**src/rtl/median_filter_pkg.sv**
```systemverilog
// median_filter_pkg: FSM encoding, tap/rank sizing helpers and parameter sanity check
package median_filter_pkg;
    typedef enum logic [2:0] {IDLE, ISSUE, DRAIN, WRITE, DONE} state_t;
    function automatic int ntaps(input int k);
        return k * k;
    endfunction
    function automatic int rank_w(input int k);
        return $clog2(k * k);
    endfunction
    function automatic bit params_ok(input int k, input int stride, input int img_w, input int img_h,
                                     input int pix_w, input int addr_w, input int rd_lat);
        return k % 2 == 1 && k >= 3 && k <= 7 && stride >= 1 && stride <= k &&
               img_w >= k && img_h >= k && pix_w >= 1 && pix_w <= 16 &&
               img_w - 1 < (1 << addr_w) && img_h - 1 < (1 << addr_w) &&
               rd_lat >= 1 && rd_lat <= 4;
    endfunction
endpackage

```
**src/rtl/median_window_engine_rank_sorter.sv**
```systemverilog
// rank_sorter: insertion-sorts one pixel per cycle and exposes any rank combinationally
module rank_sorter #(
    parameter int NTAPS = 9,
    parameter int PIX_W = 1,
    parameter int RANK_W = 4
) (
    input  logic              clk,
    input  logic              reset,
    input  logic              clear,
    input  logic              insert,
    input  logic [PIX_W-1:0]  din,
    input  logic [RANK_W-1:0] rank,
    output logic [PIX_W-1:0]  dout
);
    localparam int CW = $clog2(NTAPS + 1);
    logic [PIX_W-1:0] arr [NTAPS];
    logic [PIX_W-1:0] nxt [NTAPS];
    logic [NTAPS-1:0] gt;
    logic [NTAPS-1:0] hit;
    logic [CW-1:0] n;
    // new value lands after every stored value <= it, so equal values keep arrival order
    always_comb begin
        gt = '0;
        hit = '0;
        for (int i = 0; i < NTAPS; i++) begin
            gt[i] = CW'(i) < n && arr[i] > din;
            hit[i] = gt[i] || CW'(i) == n;
        end
        nxt[0] = hit[0] ? din : arr[0];
        for (int i = 1; i < NTAPS; i++)
            nxt[i] = hit[i] ? (gt[i-1] ? arr[i-1] : din) : arr[i];
    end
    always_ff @(posedge clk) begin
        if (reset || clear) begin
            n <= '0;
            for (int i = 0; i < NTAPS; i++) arr[i] <= '0;
        end else if (insert && n != CW'(NTAPS)) begin
            n <= n + 1'b1;
            for (int i = 0; i < NTAPS; i++) arr[i] <= nxt[i];
        end
    end
    assign dout = arr[rank];
endmodule

```
**src/rtl/median_window_engine.sv**
```systemverilog
// median_window_engine: scans a KxK window over a frame and writes the selected order statistic
module median_window_engine
    import median_filter_pkg::*;
#(
    parameter int K = 3,
    parameter int STRIDE = 1,
    parameter int IMG_W = 240,
    parameter int IMG_H = 180,
    parameter int PIX_W = 1,
    parameter int ADDR_W = 8,
    parameter int RD_LAT = 1
) (
    input  logic                 clk,
    input  logic                 reset,
    input  logic                 start,
    input  logic [rank_w(K)-1:0] rank_sel,
    output logic                 filter_ready,
    output logic                 filter_done,
    output logic                 rd_en,
    output logic [ADDR_W-1:0]    rd_x,
    output logic [ADDR_W-1:0]    rd_y,
    input  logic [PIX_W-1:0]     rd_data,
    output logic                 wr_en,
    input  logic                 wr_ready,
    output logic [ADDR_W-1:0]    wr_x,
    output logic [ADDR_W-1:0]    wr_y,
    output logic [PIX_W-1:0]     wr_data
);
    localparam int NTAPS = ntaps(K);
    localparam int RANK_W = rank_w(K);
    localparam int TW = $clog2(K);
    localparam int DW = $clog2(RD_LAT + 1);
    localparam logic [ADDR_W-1:0] X_LAST = ADDR_W'((IMG_W - K) / STRIDE * STRIDE);
    localparam logic [ADDR_W-1:0] Y_LAST = ADDR_W'((IMG_H - K) / STRIDE * STRIDE);
    localparam logic [ADDR_W-1:0] HALF = ADDR_W'(K / 2);
    localparam logic [TW-1:0] T_LAST = TW'(K - 1);
    localparam logic [RANK_W-1:0] R_MAX = RANK_W'(NTAPS - 1);

    if (!params_ok(K, STRIDE, IMG_W, IMG_H, PIX_W, ADDR_W, RD_LAT)) begin : g_bad_params
        $error("median_window_engine: unsupported parameter set");
    end

    state_t state, next;
    logic [ADDR_W-1:0] win_x, win_y;
    logic [TW-1:0] tx, ty;
    logic [DW-1:0] dcnt;
    logic [RD_LAT-1:0] vpipe;
    logic [RANK_W-1:0] rank;
    logic [PIX_W-1:0] sel;
    logic tap_last, win_last, clear;

    always_comb begin
        tap_last = tx == T_LAST && ty == T_LAST;
        win_last = win_x == X_LAST && win_y == Y_LAST;
        next = state;
        case (state)
            IDLE:    next = start ? ISSUE : IDLE;
            ISSUE:   next = tap_last ? DRAIN : ISSUE;
            DRAIN:   next = dcnt == DW'(RD_LAT - 1) ? WRITE : DRAIN;
            WRITE:   next = !wr_ready ? WRITE : win_last ? DONE : ISSUE;
            DONE:    next = IDLE;
            default: next = IDLE;
        endcase
    end

    // addresses are gated so idle outputs read as zero
    always_comb begin
        filter_ready = state == IDLE;
        filter_done = state == DONE;
        rd_en = state == ISSUE;
        wr_en = state == WRITE;
        clear = rd_en && tx == '0 && ty == '0;
        rd_x = rd_en ? win_x + ADDR_W'(tx) : '0;
        rd_y = rd_en ? win_y + ADDR_W'(ty) : '0;
        wr_x = wr_en ? win_x + HALF : '0;
        wr_y = wr_en ? win_y + HALF : '0;
        wr_data = wr_en ? sel : '0;
    end

    always_ff @(posedge clk) begin
        if (reset) state <= IDLE;
        else state <= next;
    end

    always_ff @(posedge clk) begin
        if (reset) begin
            win_x <= '0;
            win_y <= '0;
            tx <= '0;
            ty <= '0;
            dcnt <= '0;
            vpipe <= '0;
            rank <= '0;
        end else begin
            vpipe[0] <= rd_en;
            for (int i = 1; i < RD_LAT; i++) vpipe[i] <= vpipe[i-1];
            dcnt <= state == DRAIN ? dcnt + 1'b1 : '0;
            if (state == IDLE && start) begin
                rank <= rank_sel > R_MAX ? R_MAX : rank_sel;
                win_x <= '0;
                win_y <= '0;
            end
            if (rd_en) begin
                tx <= tx == T_LAST ? '0 : tx + 1'b1;
                if (tx == T_LAST) ty <= ty == T_LAST ? '0 : ty + 1'b1;
            end
            if (wr_en && wr_ready) begin
                win_x <= win_x == X_LAST ? '0 : win_x + ADDR_W'(STRIDE);
                if (win_x == X_LAST) win_y <= win_y + ADDR_W'(STRIDE);
            end
        end
    end

    rank_sorter #(
        .NTAPS(NTAPS),
        .PIX_W(PIX_W),
        .RANK_W(RANK_W)
    ) u_sorter (
        .clk(clk),
        .reset(reset),
        .clear(clear),
        .insert(vpipe[RD_LAT-1]),
        .din(rd_data),
        .rank(rank),
        .dout(sel)
    );
endmodule
```
**config.mk**
```make
export PLATFORM = sky130hd
export DESIGN_NAME = median_window_engine
export DESIGN_NICKNAME = d
export VERILOG_FILES = /design/src/rtl/median_filter_pkg.sv /design/src/rtl/median_window_engine_rank_sorter.sv /design/src/rtl/median_window_engine.sv
export SDC_FILE = /design/constraint.sdc
export NUM_CORES = 1
export LEC_CHECK = 0
export BUFFER_PORTS_ARGS = -buffer_cell sky130_fd_sc_hd__buf_2
export CAP_MARGIN = 10
export CORE_MARGIN = 2
export CORE_UTILIZATION = 51
export DETAILED_ROUTE_END_ITERATION = 10
export PLACE_DENSITY = 0.76
export SLEW_MARGIN = 20
export SYNTH_ARGS = -nofsm -noshare
export SYNTH_HDL_FRONTEND = slang
export SYNTH_SLANG_ARGS = --single-unit
```
**constraint.sdc**
```tcl
create_clock -name clk -period 1.82 [get_ports clk]
set_input_delay 0.364 -clock clk [delete_from_list [all_inputs] [get_ports clk]]
set_output_delay 0.364 -clock clk [all_outputs]
set_load 0.02 [all_outputs]
```
== Word-level counts from Yosys, hierarchy flattened ==
Memory sizes are Yosys's and may differ from the RTL's. A register that Yosys moved wholly into a read port is not among the register bits.
Index checks and enable logic that the tools add are counted.
Widths: inputs -> output; s select.
Cells by class
  add/sub/neg operators: 8
  divide/modulo/power cells: 0
  shift-type cells: 0
  multiply operators: 0
  reductions and logical operators: 33
  $lt $le $gt $ge: 19
  muxes and demuxes: 53
  bitwise logic cells: 10
  eq/ne operators: 17
Operators by type and width (number)
  $mux 8: 10
  $mux 1: 34
  $add 8x1->8 const B: 2
  $add 8x2->8: 2
  $eq 3x4->1 const A: 4
  $eq 8x8->1 const B: 2
  $logic_and 1x1->1: 16
  $lt 3x4->1 const A: 4
  $mux 4: 3
  $pmux 3 s4: 1
  $logic_or 1x1->1: 10
  $gt 1x1->1: 9
  $or 1x1->1: 9
  $eq 2x4->1 const A: 2
  $lt 1x4->1 const A: 2
  $lt 2x4->1 const A: 2
  $eq 3x2->1 const B: 2
  $mux 2: 3
  $mux 3: 2
  $add 2x1->2 const B: 2
  $add 4x1->4 const B: 1
  $eq 1x4->1 const A: 1
  $eq 2x2->1 const B: 2
  $eq 4x4->1 const A: 1
  other kinds (13): 14
Word-level totals
  memory bits (writable): 9
  logic and storage cells: 150
  register bits after elaboration: 33
  latch bits: 0
  memories: 1
  ROM bits: 0
Memory list
  u_sorter.arr: words 9, width 1, rd ports 10, clocked after memory_dff 1, wr ports 9, RTL line median_window_engine_rank_sorter.sv:16  | logic [PIX_W-1:0] arr [NTAPS];

== Depth between registers and ports, before layout ==
  depth in word-level cells: 7
  mapped depth: 8
  gate-level depth less buffers: 6

== Cells and area by module ==
From an unflattened synthesis, not the netlist that was laid out.
Unflattened totals
  cells, all modules: 344
  area total of the unflattened synthesis: 2887.8 um^2
By module, submodules not included
  median_window_engine: cells an instance 244, area each 1983.2 um^2, times used 1, sequential area each 580.6 um^2
  rank_sorter: cells an instance 100, area each 904.6 um^2, times used 1, sequential area each 350.3 um^2

== Least setup slack after synthesis ==
Ideal clock, no wire load.
  path kind: register to output
  start point: register win_x[2]
  end point: output wr_x[7]
  arrival time: 1.583 ns
  cell stages (with the launch flop): 7
  path buffers: 2
  path slack: -0.127 ns
  cell sequence: dfxtp_1 > clkbuf_1 > and4_1 > clkbuf_1 > nand4_1 > xor2_1 > nor2_1
Between the ends
  cells in the longest elaborated chain, start to end: 2
RTL lines
  start, declared: RTL line median_window_engine.sv:44  | logic [ADDR_W-1:0] win_x, win_y;
  start signal, assigned: RTL line median_window_engine.sv:108  | win_x <= win_x == X_LAST ? '0 : win_x + ADDR_W'(STRIDE);
  $add 8x1->8: RTL line median_window_engine.sv:75  | wr_x = wr_en ? win_x + HALF : '0;
  $mux 8: RTL line median_window_engine.sv:75
  end, declared: RTL line median_window_engine.sv:25  | output logic [ADDR_W-1:0] wr_x,
Every way passes these cells.

== Worst setup path after layout ==
  start point: register win_x[1]
  end point: output rd_x[5]
Between the ends
  cells in the longest elaborated chain, start to end: 2
RTL lines
  $add 8x2->8: RTL line median_window_engine.sv:73  | rd_x = rd_en ? win_x + ADDR_W'(tx) : '0;
  $mux 8: RTL line median_window_engine.sv:73
  end, declared: RTL line median_window_engine.sv:20  | output logic [ADDR_W-1:0] rd_x,
Every way passes these cells.

==> summary.md <==
| Metric | Value |
|---|---|
| MaxCap Viol Count | 0 |
| Largest net degree at the start of global routing | 16 |
| Synth cell count leaders | nor2_1, a21oi_1, dfxtp_1, nand2_1, clkbuf_1 |
| Synth async-reset ratio | 0 |
| Hold Crit Class | in2reg |
| DRT Pass-1 Iters | 6 |
| Setup tns final | -6.300 ns |
| Min Hold Slack | 0.3280 ns |
| Placed cell areas | 0.003517 sq mm |
| Drt via density | 6.265 |
| Final HPWL DP | 5528 um |
| Remaining Overflow, GRT | 0 |
| Diodes inserted | 0 |
| Share of layout cells above drive strength 1 | 0.5043 |
| Clock skew | 0.01121 ns |
| Core area | 0.005540 sq mm |
| Syn_nets | 382 |
| Post-synthesis cell type count | 49 |
| Antenna violations before repair | 0 |
| Worst path arrival time | 1.84 ns |
| Die Width | 79.80 um |
| Relative slew slack | 0.6194 |
| Placed Cells | 492 |
| Largest family of logic cells by synthesized area | simple AND/OR/NAND/NOR gates |
| I/O pin cnt | 46 |
| Num CTS Buffers | 5 |
| Crit Path Category | reg2out |
| CP required | 1.46 ns |
| CP endpoint kind | primary output |
| Min Clock Period, post-route | 2.204 ns |
| Syn Inst Count | 359 |
| Layout Cells excl Fill | 532 |
| First-pass GRT wire length | 14870 um |
| Crit start category | flip-flop |
| Ys flop type | dfxtp_1 |
| Final Cycle Share | 1.211 |
| Remaining DRCs | 0 |
| Max-slew violations | 0 |
| Clk Latency, worst-skew pair | 0.32 ns |
| Most frequent cell after synthesis | nor2_1 |
| Fmax | 453.6 MHz |
| Die Area | 0.006368 sq mm |
| Power after layout | 2.051 mW |
| Nets | 482 |
| Multiplexer share of the synthesized area | 0.04014 |
| RSZ-0062 raised after global routing | yes |
| Max Root-Sink Buffers | 2 |
| Routed Wire Length | 11000 um |
| H-Tree Depth | 2 |
| DRT antenna net count | 0 |
| Total GRT Usage | 0.3020 |
| #FFs+latches synth | 46 |
| Synth top area share | 0.2528 |
| EDFF count, synth | 9 |
| Synth Area in Adders | 0.06490 |
| Xor/xnor share of the synthesized area | 0.06277 |
| Compound-Gate Fraction of Synth Area | 0.1734 |
| CTS tree | done |
| Place WS | -0.04053 ns |
| Simple-Gate Fraction of Synth Area | 0.2656 |
| Hold Buf Count CTS | 0 |
| Crit-path max FO | 6 |
| Fin. Hold Viols | 0 |
| Synthesis-to-finish area growth | 55.76% |
| Sink Count | 46 |
| YS warnings | 0 |
| Syn Area/Cell | 8.162 sq um |
| Final setup vio count | 45 |
| Fillers | 290 |
| Design Area, Final | 0.004564 sq mm |
| Status | finished with violations |
| Leading area contributor after synthesis | dfxtp_1 |
| LEAKAGE | 1.852 nW |
| Max VDD drop | 0.4044 mV |
| Initial DRC Count | 443 |
| IO buf count | 45 |
| Post-synthesis sequential area ratio | 0.3450 |
| DR vias | 3333 |
| Avg WL per Cell | 20.67 um |
| Post-Syn Area | 0.002930 sq mm |
| Failing checks | negative setup slack |
| Cell Pwr Density | 449.4 mW/mm^2 |
| Root buffer cell | clkbuf_8 |
| Vias in the first global route | 3100 |
| Die Y | 79.80 um |
| Starting Density | 0.5289 |
| Clk slew on worst S/H paths | 0.09 ns |
| Cell row count | 27 |
| Layout Utilization | 0.8238 |
| Worst Tran Pin Value | 0.5632 ns |
| Largest cells by area after synthesis | dfxtp_1, edfxtp_1, a21oi_1, nor2_1, ha_1 |
| Routability congestion estimate | 0.8996 |
| R2r setup slk | -0.11 ns |
| Setup ws final | -0.3844 ns |
[report_power, final]
| group | leakage, nW | internal, mW | switching, mW | total [mW] |
|---|---|---|---|---|
| clock network | 0.0441 | 0.271 | 0.393 | 0.663 |
| logic | 1.40 | 0.128 | 0.168 | 0.296 |
| registers | 0.407 | 1.07 | 0.0238 | 1.09 |
[kinds of logic after synthesis]
kind of cell | count (synthesis)
buffers and inverters | 35
XOR/XNOR | 21
AO/OA/AOI/OAI | 82
flip-flops | 46
adder cells (fa/ha/maj) | 14
multiplexers | 9
AND/OR/NAND/NOR | 152
[area by class of cell]
cell class,instances,area (sq um),share of cell area
flip-flops and latches,46,1047,0.2294
clock buffers,5,68.82,0.01508
repair buffers,116,1050,0.2300
well taps,72,90.09,0.01974
inverters,12,47.55,0.01042
clock inverters,3,21.27,0.004660
multi-input cells,278,2240,0.4907
[what timing repair did]
action / 4_1_cts / 5_1_grt
gates resized for setup: 141 / 53
pin swaps: 37 / 30
endpoints found under the setup margin: 43 / 56
buffers inserted: 13 / 20
cloned: 1 / 0
[layer usage]
layer,track usage,share of wire
met5,0,0
met4,0.1407,0.048
met3,0.05995,0.081
met2,0.5109,0.49
met1,0.3686,0.38
[cells in the final DEF, fill, tap and decap left out, types with 10 or more instances in the layout]
cell	instances
dfxtp_1	16
nand2_1	22
nor2_4	12
buf_2	14
a21oi_1	33
nor2_1	32
dfxtp_2	17
buf_6	43
inv_1	10
o21ai_0	11
buf_4	55
[worst paths after layout]
check,start,endpoint,depth (start not counted)
worst min-delay path,rank_sel[3],rank[3],3
worst min register to register,rank[2],rank[2],2
worst max register to register,state[0],u_sorter.arr[3],7
worst max-delay path,win_x[1],rd_x[5],6
[sequential cells by signal (all words and copies together), names as in the netlist, named ones only]
register and count:
u_sorter.arr 9, win_x 8, win_y 8, rank 4, u_sorter.n 4, state 3, tx 2, ty 2
dcnt 1, vpipe 1
[critical path, cell delays in order (launching register included)]
cell      delay [ns]
dfxtp_4         0.39
ha_4            0.26
a21o_1          0.20
nand2b_1        0.10
xor2_1          0.19
nor2_1          0.20
buf_4           0.18
Note: power is estimated with default switching activity, not from simulation.
